## src/rtl/expr_eval_ctrl.sv

```systemverilog
// Streaming syntax checker and evaluator for "d (op d)* =" expressions, '*' over '+'.
// Optional sticky overflow flag enabled by defining EXPR_EVAL_OVF_EN.
module expr_eval_ctrl #(
    parameter int W = 16
) (
    input  logic         clk,
    input  logic         clr,
    input  logic         in_valid,
    input  logic [7:0]   in_char,
    output logic         in_ready,
    output logic         res_valid,
    input  logic         res_ready,
    output logic [W-1:0] result,
    output logic         err,
    output logic         ovf
);
    typedef enum logic [1:0] {EXP_OPND, EXP_OP, ERR, RESULT} state_t;

    state_t       state_q, state_d;
    logic [W-1:0] sum_q, sum_d, term_q, term_d, result_q, result_d;
    logic         mul_pend_q, mul_pend_d, err_q, err_d, in_ready_q, in_ready_d;
    logic         take, is_dig, is_add, is_mul, is_eq;
    logic [3:0]   digit;
    logic [W-1:0] prod_w, sum_w;

    assign digit  = in_char[3:0];
    assign is_dig = (in_char >= 8'h30) && (in_char <= 8'h39);
    assign is_add = (in_char == 8'h2b);
    assign is_mul = (in_char == 8'h2a);
    assign is_eq  = (in_char == 8'h3d);
    assign take   = in_valid & in_ready_q;

`ifdef EXPR_EVAL_OVF_EN
    logic [W+3:0] prod;
    logic [W:0]   sum_plus;
    logic         mul_ovf, add_ovf, ovf_q, ovf_d;
    assign prod     = {4'b0, term_q} * {{W{1'b0}}, digit};
    assign sum_plus = {1'b0, sum_q} + {1'b0, term_q};
    assign mul_ovf  = |prod[W+3:W];
    assign add_ovf  = sum_plus[W];
    assign prod_w   = prod[W-1:0];
    assign sum_w    = sum_plus[W-1:0];
    assign ovf      = ovf_q;
`else
    assign prod_w = term_q * {{(W-4){1'b0}}, digit};
    assign sum_w  = sum_q + term_q;
    assign ovf    = 1'b0;
`endif

    always_comb begin
        state_d    = state_q;
        sum_d      = sum_q;
        term_d     = term_q;
        mul_pend_d = mul_pend_q;
        result_d   = result_q;
        err_d      = err_q;
`ifdef EXPR_EVAL_OVF_EN
        ovf_d      = ovf_q;
`endif
        case (state_q)
            EXP_OPND: if (take) begin
                if (is_dig) begin
                    term_d  = mul_pend_q ? prod_w : {{(W-4){1'b0}}, digit};
`ifdef EXPR_EVAL_OVF_EN
                    ovf_d   = ovf_q | (mul_pend_q & mul_ovf);
`endif
                    state_d = EXP_OP;
                end else if (is_eq) begin
                    result_d = '0;
                    err_d    = 1'b1;
`ifdef EXPR_EVAL_OVF_EN
                    ovf_d    = 1'b0;
`endif
                    state_d  = RESULT;
                end else begin
                    state_d = ERR;
                end
            end
            EXP_OP: if (take) begin
                if (is_add) begin
                    sum_d      = sum_w;
                    mul_pend_d = 1'b0;
`ifdef EXPR_EVAL_OVF_EN
                    ovf_d      = ovf_q | add_ovf;
`endif
                    state_d    = EXP_OPND;
                end else if (is_mul) begin
                    mul_pend_d = 1'b1;
                    state_d    = EXP_OPND;
                end else if (is_eq) begin
                    result_d = sum_w;
                    err_d    = 1'b0;
`ifdef EXPR_EVAL_OVF_EN
                    ovf_d    = ovf_q | add_ovf;
`endif
                    state_d  = RESULT;
                end else begin
                    state_d = ERR;
                end
            end
            ERR: if (take && is_eq) begin
                result_d = '0;
                err_d    = 1'b1;
`ifdef EXPR_EVAL_OVF_EN
                ovf_d    = 1'b0;
`endif
                state_d  = RESULT;
            end
            default: if (res_ready) begin
                // Handshake: start a fresh expression with clean accumulators
                sum_d      = '0;
                term_d     = '0;
                mul_pend_d = 1'b0;
                result_d   = '0;
                err_d      = 1'b0;
`ifdef EXPR_EVAL_OVF_EN
                ovf_d      = 1'b0;
`endif
                state_d    = EXP_OPND;
            end
        endcase
        in_ready_d = (state_d != RESULT);
    end

    always_ff @(posedge clk or posedge clr) begin
        if (clr) begin
            state_q    <= EXP_OPND;
            sum_q      <= '0;
            term_q     <= '0;
            mul_pend_q <= 1'b0;
            result_q   <= '0;
            err_q      <= 1'b0;
            in_ready_q <= 1'b1;
`ifdef EXPR_EVAL_OVF_EN
            ovf_q      <= 1'b0;
`endif
        end else begin
            state_q    <= state_d;
            sum_q      <= sum_d;
            term_q     <= term_d;
            mul_pend_q <= mul_pend_d;
            result_q   <= result_d;
            err_q      <= err_d;
            in_ready_q <= in_ready_d;
`ifdef EXPR_EVAL_OVF_EN
            ovf_q      <= ovf_d;
`endif
        end
    end

    assign in_ready  = in_ready_q;
    assign res_valid = (state_q == RESULT);
    assign result    = result_q;
    assign err       = err_q;
endmodule

```

## config.mk

```make
export PLATFORM = sky130hd
export DESIGN_NAME = expr_eval_ctrl
export DESIGN_NICKNAME = d
export VERILOG_FILES = /design/src/rtl/expr_eval_ctrl.sv
export SDC_FILE = /design/constraint.sdc
export NUM_CORES = 1
export LEC_CHECK = 0
export BUFFER_PORTS_ARGS = -buffer_cell sky130_fd_sc_hd__buf_2
export CAP_MARGIN = 20
export CORE_ASPECT_RATIO = 2
export CORE_UTILIZATION = 45
export DETAILED_ROUTE_END_ITERATION = 10
export GPL_TIMING_DRIVEN = 0
export PLACE_DENSITY_LB_ADDON = 0.3
export SYNTH_ARGS = -nofsm -noshare
export SYNTH_HDL_FRONTEND = slang
export SYNTH_SLANG_ARGS = --single-unit
```

## constraint.sdc

```tcl
create_clock -name clk -period 3.9 [get_ports clk]
set_input_delay 0.78 -clock clk [delete_from_list [all_inputs] [get_ports clk]]
set_output_delay 0.78 -clock clk [all_outputs]
set_load 0.005 [all_outputs]
```

After elaboration in Yosys (flattened, before gate mapping) --
Index checks and enable logic that the tools add are counted.
Cells by class: $add $sub $neg 1, multiply operators 1, $lt $le $gt $ge 2, eq/ne operators 18, multiplexer cells 40, bitwise logic cells 3, reduce and logical (&&, ||, !) cells 12
Operators with widths (count):
- 2-to-1 mux 16 bit | 14
- one-hot mux 16 bit (2 select lines) | 2
- one-hot mux 16 bit (3 select lines) | 1
- equality test 8 x 6 -> 1 bit (second input constant) | 3
- != test 2 bit (second input constant) | 11
- adder 16 bit | 1
- multiplier 16 x 4 -> 16 bit | 1
- 2-to-1 mux 2 bit | 7
- 2-to-1 mux 1 bit | 13
- AND reduction 4 bit | 3
- AND reduction 9 bit | 1
- >= comparator 8 x 6 -> 1 bit (second input constant) | 1
- <= comparator 8 x 6 -> 1 bit (second input constant) | 1
- one-hot mux 2 bit (3 select lines) | 1
- equality test 2 bit (second input constant) | 2
- nonzero test 2 bit | 2
- nonzero test 4 bit | 1
- OR reduction 2 bit | 2
- != test 3 bit (second input constant) | 1
- one-hot mux 1 bit (3 select lines) | 1
- equality test 2 x 1 -> 1 bit (second input constant) | 1
- logical AND 1 bit | 2
- zero test 2 bit | 1
- NOT 1 bit | 2
- 2 further kinds | 2
Word-level totals: register bits 53, output and inout bits 20

Depth between registers and ports, before layout --
Gate-level depths: netlist of run 1.
depth after elaboration 7, mapped depth 15

Least setup slack after synthesis of run 1 --
No wires, ideal clock.
path type input -> register, start input port in_char[2], end register term_q[15], arrival 3.933 ns, setup slack -0.160 ns, cell stages on the path 15, buffers on the path 2, cells stage by stage clkbuf_1 -> clkbuf_1 -> and2_1 -> fa_1 -> inv_1 -> fa_1 -> inv_1 -> ha_1 -> a2111oi_0 -> nand2b_1 -> o22ai_1 -> o21ai_1 -> a21o_1 -> a31oi_1 -> o21ai_1
On the way: longest elaborated chain between the ends 5, elaborated cells between the ends (all ways) 10
RTL lines:
- start, declared | RTL line 9 | input logic [7:0] in_char,
- multiplier 16 x 4 -> 16 bit | RTL line 45 | assign prod_w = term_q * {{(W-4){1'b0}}, digit};
- 2-to-1 mux 16 bit | RTL line 63 | term_d = mul_pend_q ? prod_w : {{(W-4){1'b0}}, digit};
- 2-to-1 mux 16 bit | RTL line 62 | if (is_dig) begin
- 2-to-1 mux 16 bit | RTL line 61 | EXP_OPND: if (take) begin
- one-hot mux 16 bit (2 select lines) | RTL line 60 | case (state_q)
- end signal, assigned | RTL line 140 | term_q <= term_d;
- end, declared | RTL line 20 | logic [W-1:0] sum_q, sum_d, term_q, term_d, result_q, result_d;
Parallel ways exist; a longest one is shown, timed or not. The select of a mux whose other input is x is not followed. A chain may end at the register's enable or synchronous reset.

Worst setup path in the final report of run 1 --
start input port in_char[3], end register term_q[15]
The elaborated chain is that of the path after synthesis.

==> results of run 1 <==
-- final cells by class --
cell class | count | area, um^2 | area share (%)
clock buffer | 7 | 152.6 | 2.936
timing repair buffer | 32 | 185.2 | 3.562
clock inverter | 1 | 5.005 | 0.09627
multi-input combinational | 406 | 3033 | 58.34
inverter | 58 | 217.7 | 4.188
sequential | 53 | 1328 | 25.54
buffer | 20 | 108.9 | 2.094
tap | 135 | 168.9 | 3.249
-- through the flow --
step,instance area [um^2],total power [W]
5_1_grt,5199,0.001507
4_1_cts,5186,0.001444
3_5_place_dp,4970,0.0009613
3_3_place_gp,4950,0.0009477
2_1_floorplan,4636,0.0008377
6_report,5199,0.001435
-- report_power, final --
group          switching (W)  internal, W
Clock               0.000210     0.000273
Combinational       0.000248     0.000111
Sequential         0.0000224     0.000570
-- synthesized netlist by cell type (all sizes together) (2+ instances only) --
library cell	n	area, um^2
a22oi	2	15.01
a21boi	2	15.01
fa	26	520.5
nand2b	5	31.28
a21o	4	30.03
and2	38	237.7
or3	2	12.51
clkbuf	20	75.07
nor2b	5	31.28
buf	3	30.03
o41ai	4	53.81
mux2i	3	30.03
nor4	2	12.51
o22ai	4	25.02
o21ai	57	285.3
and3	3	23.77
dfrtp	52	1301
nand2	88	330.3
nand3	9	45.04
nand4	3	25.02
a211oi	3	32.53
o31ai	5	37.54
o221ai	2	17.52
o211ai	5	37.54
o21a	2	15.01
inv	57	214.0
a22o	3	26.28
nor2	16	60.06
a21oi	23	118.9
nor3	6	30.03
mux2	5	56.30
xnor2	16	140.1
xor2	10	87.58
ha	35	437.9
-- worst paths after layout --
| check | startpoint | cells after the start | end | slack (ns) |
|---|---|---|---|---|
| max in group asynchronous | clr | 3 | sum_q[13] | 2.84 |
| worst min-delay path | result[8] | 2 | result[8] | 0.47 |
| worst max-delay path | in_char[3] | 15 | term_q[15] | 0.13 |
| min in group asynchronous | clr | 2 | sum_q[0] | 0.50 |
| worst min register to register | result[8] | 2 | result[8] | 0.47 |
| worst max register to register | term_q[5] | 13 | term_q[15] | 0.36 |
-- state kept, by name (all words and copies together), names as in the netlist --
register / flops
result: 16
mul_pend_q: 1
state_q: 2
err: 1
in_ready: 1
term_q: 16
sum_q: 16
-- layer usage --
| layer | part of all wire [%] | global-route usage [%] | vias to the layer above |
|---|---|---|---|
| li1 | - | - | 1883 |
| met1 | 35 | 23.74 | 1912 |
| met4 | 4.7 | 14.71 | 0 |
| met5 | 0 | 0 | - |
| met3 | 2.5 | 2.222 | 36 |
| met2 | 58 | 46.74 | 102 |
-- cells by family (layout without fill, tap and decap cells) --
family	Yosys count	in the layout
AOI/OAI and AO/OA	127	127
xor gates and xnor gates	26	26
adders and majority gates	61	61
buffers and inverters	81	118
DFF	53	53
muxes	8	8
other	1	1
and+or+nand+nor	183	183
-- timing repair --
action                                 in CTS  in global routing
gates resized for setup                    14                 10
pin swaps                                   2                  5
endpoints found under the hold margin       0                  0
hold buffers                                0                  0
setup endpoints to repair                  10                  5
buffers inserted                            1                  1
-- critical path, stage by stage --
cell and delay [ns]:
buf_4 0.16, clkbuf_8 0.17, and2_1 0.16, fa_1 0.53
inv_1 0.05, fa_1 0.53, inv_1 0.04, ha_1 0.32
o211ai_1 0.24, a21boi_1 0.14, o22ai_2 0.26, o21ai_2 0.12
a21o_1 0.22, a31oi_1 0.14, o21ai_1 0.08
==> flow_summary.ini, run 1 <==
[timing]
setup_tns_ns = 0
fmax_mhz = 265.4
tightest_slew_ns = 0.9513
finalSetupViolations = 0
drv_slew = 0
rsz0062_at_grt = true
worst_slack_ns = 0.1320
whs_ns = 0.4730
fin_skew_ns = 0.009114
finalHoldViolations = 0
period_minus_slack_ns = 3.768
fin_crit_sh_pct = 96.61
slew_headroom_pct = 34.76

[placement]
dp_cells = 705
globalplace.congestion = 0.9144
dp.final_hpwl_um = 9665
io_buffers = 29
pre_cts_ws_ns = -1.008

[floorplanning]
die_w_um = 73.66
core.rowCount = 52
die_area_um2 = 10700
ioPinCount = 32
core_area_um2 = 10020
start_util_pct = 46.13
die_y_um = 145.3

[routing]
drc = 0
wl_per_cell_um = 16.52
vias_per_cell = 5.524
ant_nets = 0
drtIter0Drc = 235
num_vias = 3933
drt_wl_total_um = 11770
first_pass_iters = 4

[clock_tree]
cts_buffers = 5
clock-root-buffer = clkbuf_16
clock_latency_ns = 0.31
clockBufferDepth = 2
htreeDepth = 2
cts_tree = built
cts_sinks = 53
path_clk_slew_ns = 0.07

[synth]
synth_compound_area_share_pct = 17.41
synth_xor_area_share_pct = 4.927
syn_nets = 613
yosys_warnings = 0
yosys.area_share.simple_pct = 19.27
synth_top_family_by_area = adder cells
yosysSeqAreaShare_pct = 28.72
yosysUniqueCellTypes = 62
synth-edff-count = 0
synthesis.instances = 540
synth_ff_type = dfrtp_1
synth_area_um2 = 4622
syn_area_per_cell_um2 = 8.559
synth.area.mux_share_pct = 1.868
synth-seq-cells = 53
synthAdderAreaFrac_pct = 20.74
async_reset_ff_share_pct = 100.0

[global_routing]
grt_pass1_wl_um = 20010
grt_usage_pct = 24.46
antenna_found_initial = 0
grt_remaining_overflow = 0
grt_pass1_vias = 4275
grt_max_degree = 32

[critical_path]
arrival_ns = 3.95
crit_type = in2reg
crit_path_end_kind = register
start_kind = primary input
critPathMaxFanout = 10
critical_path_required_ns = 4.08

[cells_and_area]
final_cell_mix = nand2_1 (88), inv_1 (56), dfrtp_1 (52)
area_delta_synth_final_pct = 12.48
final_cells = 712
postLayoutCoreUtil_pct = 51.89
fin_nets = 649
diodes = 0
fillers = 1000
mostFrequentLayoutCell = nand2_1
drive_gt1_share_pct = 11.61

[flow_run]
cap_viol_max_count = 0

[hold_path]
min-delay-path-class = reg2reg

[pwr]
max-vdd-ir-drop_uv = 186.2
p_leak_nw = 2.463
p_per_area_nw_per_um2 = 276.1

[outcome]
status = finished clean
Power figures use the tool's default switching activity.
==> run 2, diff against run 1 <==
CORE_MARGIN = 2   (was default)
==> run 2 against run 1 <==
Sequential share of layout area fell by 0.098 points. Wire length rose by 1.3%. Global-route usage fell by 1.0 points. Total power rose by 2.7%. Non-clock buffer count did not move. Utilization fell by 0.14 points. Clock-buffer cell count did not move. First-iteration DRC count fell by 17%. Clock power rose by 7.7%. Critical endpoint is now term_q[14].
==> flow_summary.ini, run 2 (synthesized netlist as in run 1, its figures left out) <==
[outcome]
status = finished clean

[placement]
dp.final_hpwl_um = 9849
io_buffers = 29
dp_cells = 705
globalplace.congestion = 0.8839

[cells_and_area]
area_delta_synth_final_pct = 12.91
fillers = 979
regArea_um2 = 1328
mostFrequentLayoutCell = nand2_1
drive_gt1_share_pct = 11.44
final_cell_mix = nand2_1 (88), inv_1 (56), dfrtp_1 (52)
fin_nets = 649
multiInputGateArea_um2 = 3040
final_cells = 712
diodes = 0

[critical_path]
critPathMaxFanout = 9
startpoint = in_char[3]
arrival_ns = 3.96
start_kind = primary input
crit-reg2reg-launch = term_q[5]
crit_type = in2reg
crit_path_end_kind = register
critical_path_required_ns = 4.07

[timing]
finalSetupViolations = 0
period_minus_slack_ns = 3.793
finalHoldViolations = 0
fin_crit_sh_pct = 97.25
tightest_slew_ns = 0.9739
fin_skew_ns = 0.009954
slew_headroom_pct = 33.22
drv_slew = 0
fmax_mhz = 263.7

[global_routing]
grt_max_degree = 37
grt_pass1_wl_um = 19850
grt_usage_pct = 23.43
grt_remaining_overflow = 0
antenna_found_initial = 0
grt_pass1_vias = 4131

[pwr]
p_total_w = 0.001474
max-vdd-ir-drop_uv = 257.7
p_leak_nw = 2.460
p_per_area_nw_per_um2 = 282.5

[clock_tree]
cts_buffers = 5
htreeDepth = 2
clock_latency_ns = 0.30
hold_buffers = 0
cts_sinks = 53
cts_tree = built
clock-root-buffer = clkbuf_16
path_clk_slew_ns = 0.07
clockBufferDepth = 2

[routing]
drc = 0
wl_per_cell_um = 16.74
dr_wl_met3_um = 245
first_pass_iters = 4
drt_wl_total_um = 11920
ant_nets = 0
drtIter0Drc = 195
highest-signal-layer = met4
met1_length_um = 4226
vias_per_cell = 5.490
wl_met2_um = 6837
num_vias = 3909

[floorplanning]
core.rowCount = 52
ioPinCount = 32
core_area_um2 = 10080
start_util_pct = 45.83
die_area_um2 = 11150
die_y_um = 147.3
die_w_um = 75.66

[flow_run]
cap_viol_max_count = 0

[hold_path]
min-delay-path-class = in2async
run 2: final timing paths:
check | end | slack, ns | depth (start not counted)
max in group asynchronous | result[11] | 2.89 | 3
worst min register to register | result[8] | 0.47 | 2
worst max-delay path | term_q[14] | 0.11 | 15
worst max register to register | term_q[15] | 0.36 | 13
worst min-delay path | err | 0.47 | 2
min in group clk | result[8] | 0.47 | 2
run 2: area by class of cell:
| class | instances | area share [%] |
|---|---|---|
| multi-input combinational | 406 | 58.26 |
| sequential | 53 | 25.44 |
| inverter | 58 | 4.172 |
| timing repair buffer | 32 | 3.548 |
| tap | 135 | 3.237 |
| clock buffer | 7 | 2.733 |
| buffer | 20 | 2.038 |
| clock inverter | 1 | 0.5754 |
run 2: through the flow:
stage	hold WS, ns	instance area, um^2	TNS, ns	util, %	setup slack (ns)
after CTS	0.4796	5186	0	51.43	0.009548
final	0.4692	5219	0	51.75	0.1074
after global routing	0.5010	5219	-0.04056	51.75	-0.02840
after floorplan	0.4551	4636	0	-	0.02866
after detailed placement	0.4650	4970	-6.315	49.28	-0.9720
after global placement	0.4561	4950	-5.826	49.08	-0.9106
run 2: what timing repair did:
item,in CTS,in global routing
buffers inserted,1,1
resized for setup,11,12
pin swaps,2,6
setup endpoints to repair,10,7
run 2: metal layers:
metal	GRT usage (%)	vias up
met4	13.33	0
li1	-	1879
met1	23.02	1914
met5	0	-
met2	44.26	79
met3	2.263	37
run 2: where the power goes:
part	switching [W]	internal, W	leakage (nW)
clock network	0.000199	0.000321	0.0841
registers	0.0000232	0.000571	0.728
logic	0.000247	0.000114	1.65
total	0.000469	0.00101	2.46
run 2: worst max-delay path, cell delays in order:
cell and delay, ns:
clkbuf_4 0.17, buf_6 0.15, and2_1 0.15, fa_1 0.53, inv_1 0.05, fa_1 0.55, inv_1 0.07, ha_4 0.27
nor2b_2 0.15, o21ai_1 0.10, a21oi_2 0.24, o211ai_1 0.20, a32oi_1 0.30, xnor2_1 0.17, o21ai_1 0.07
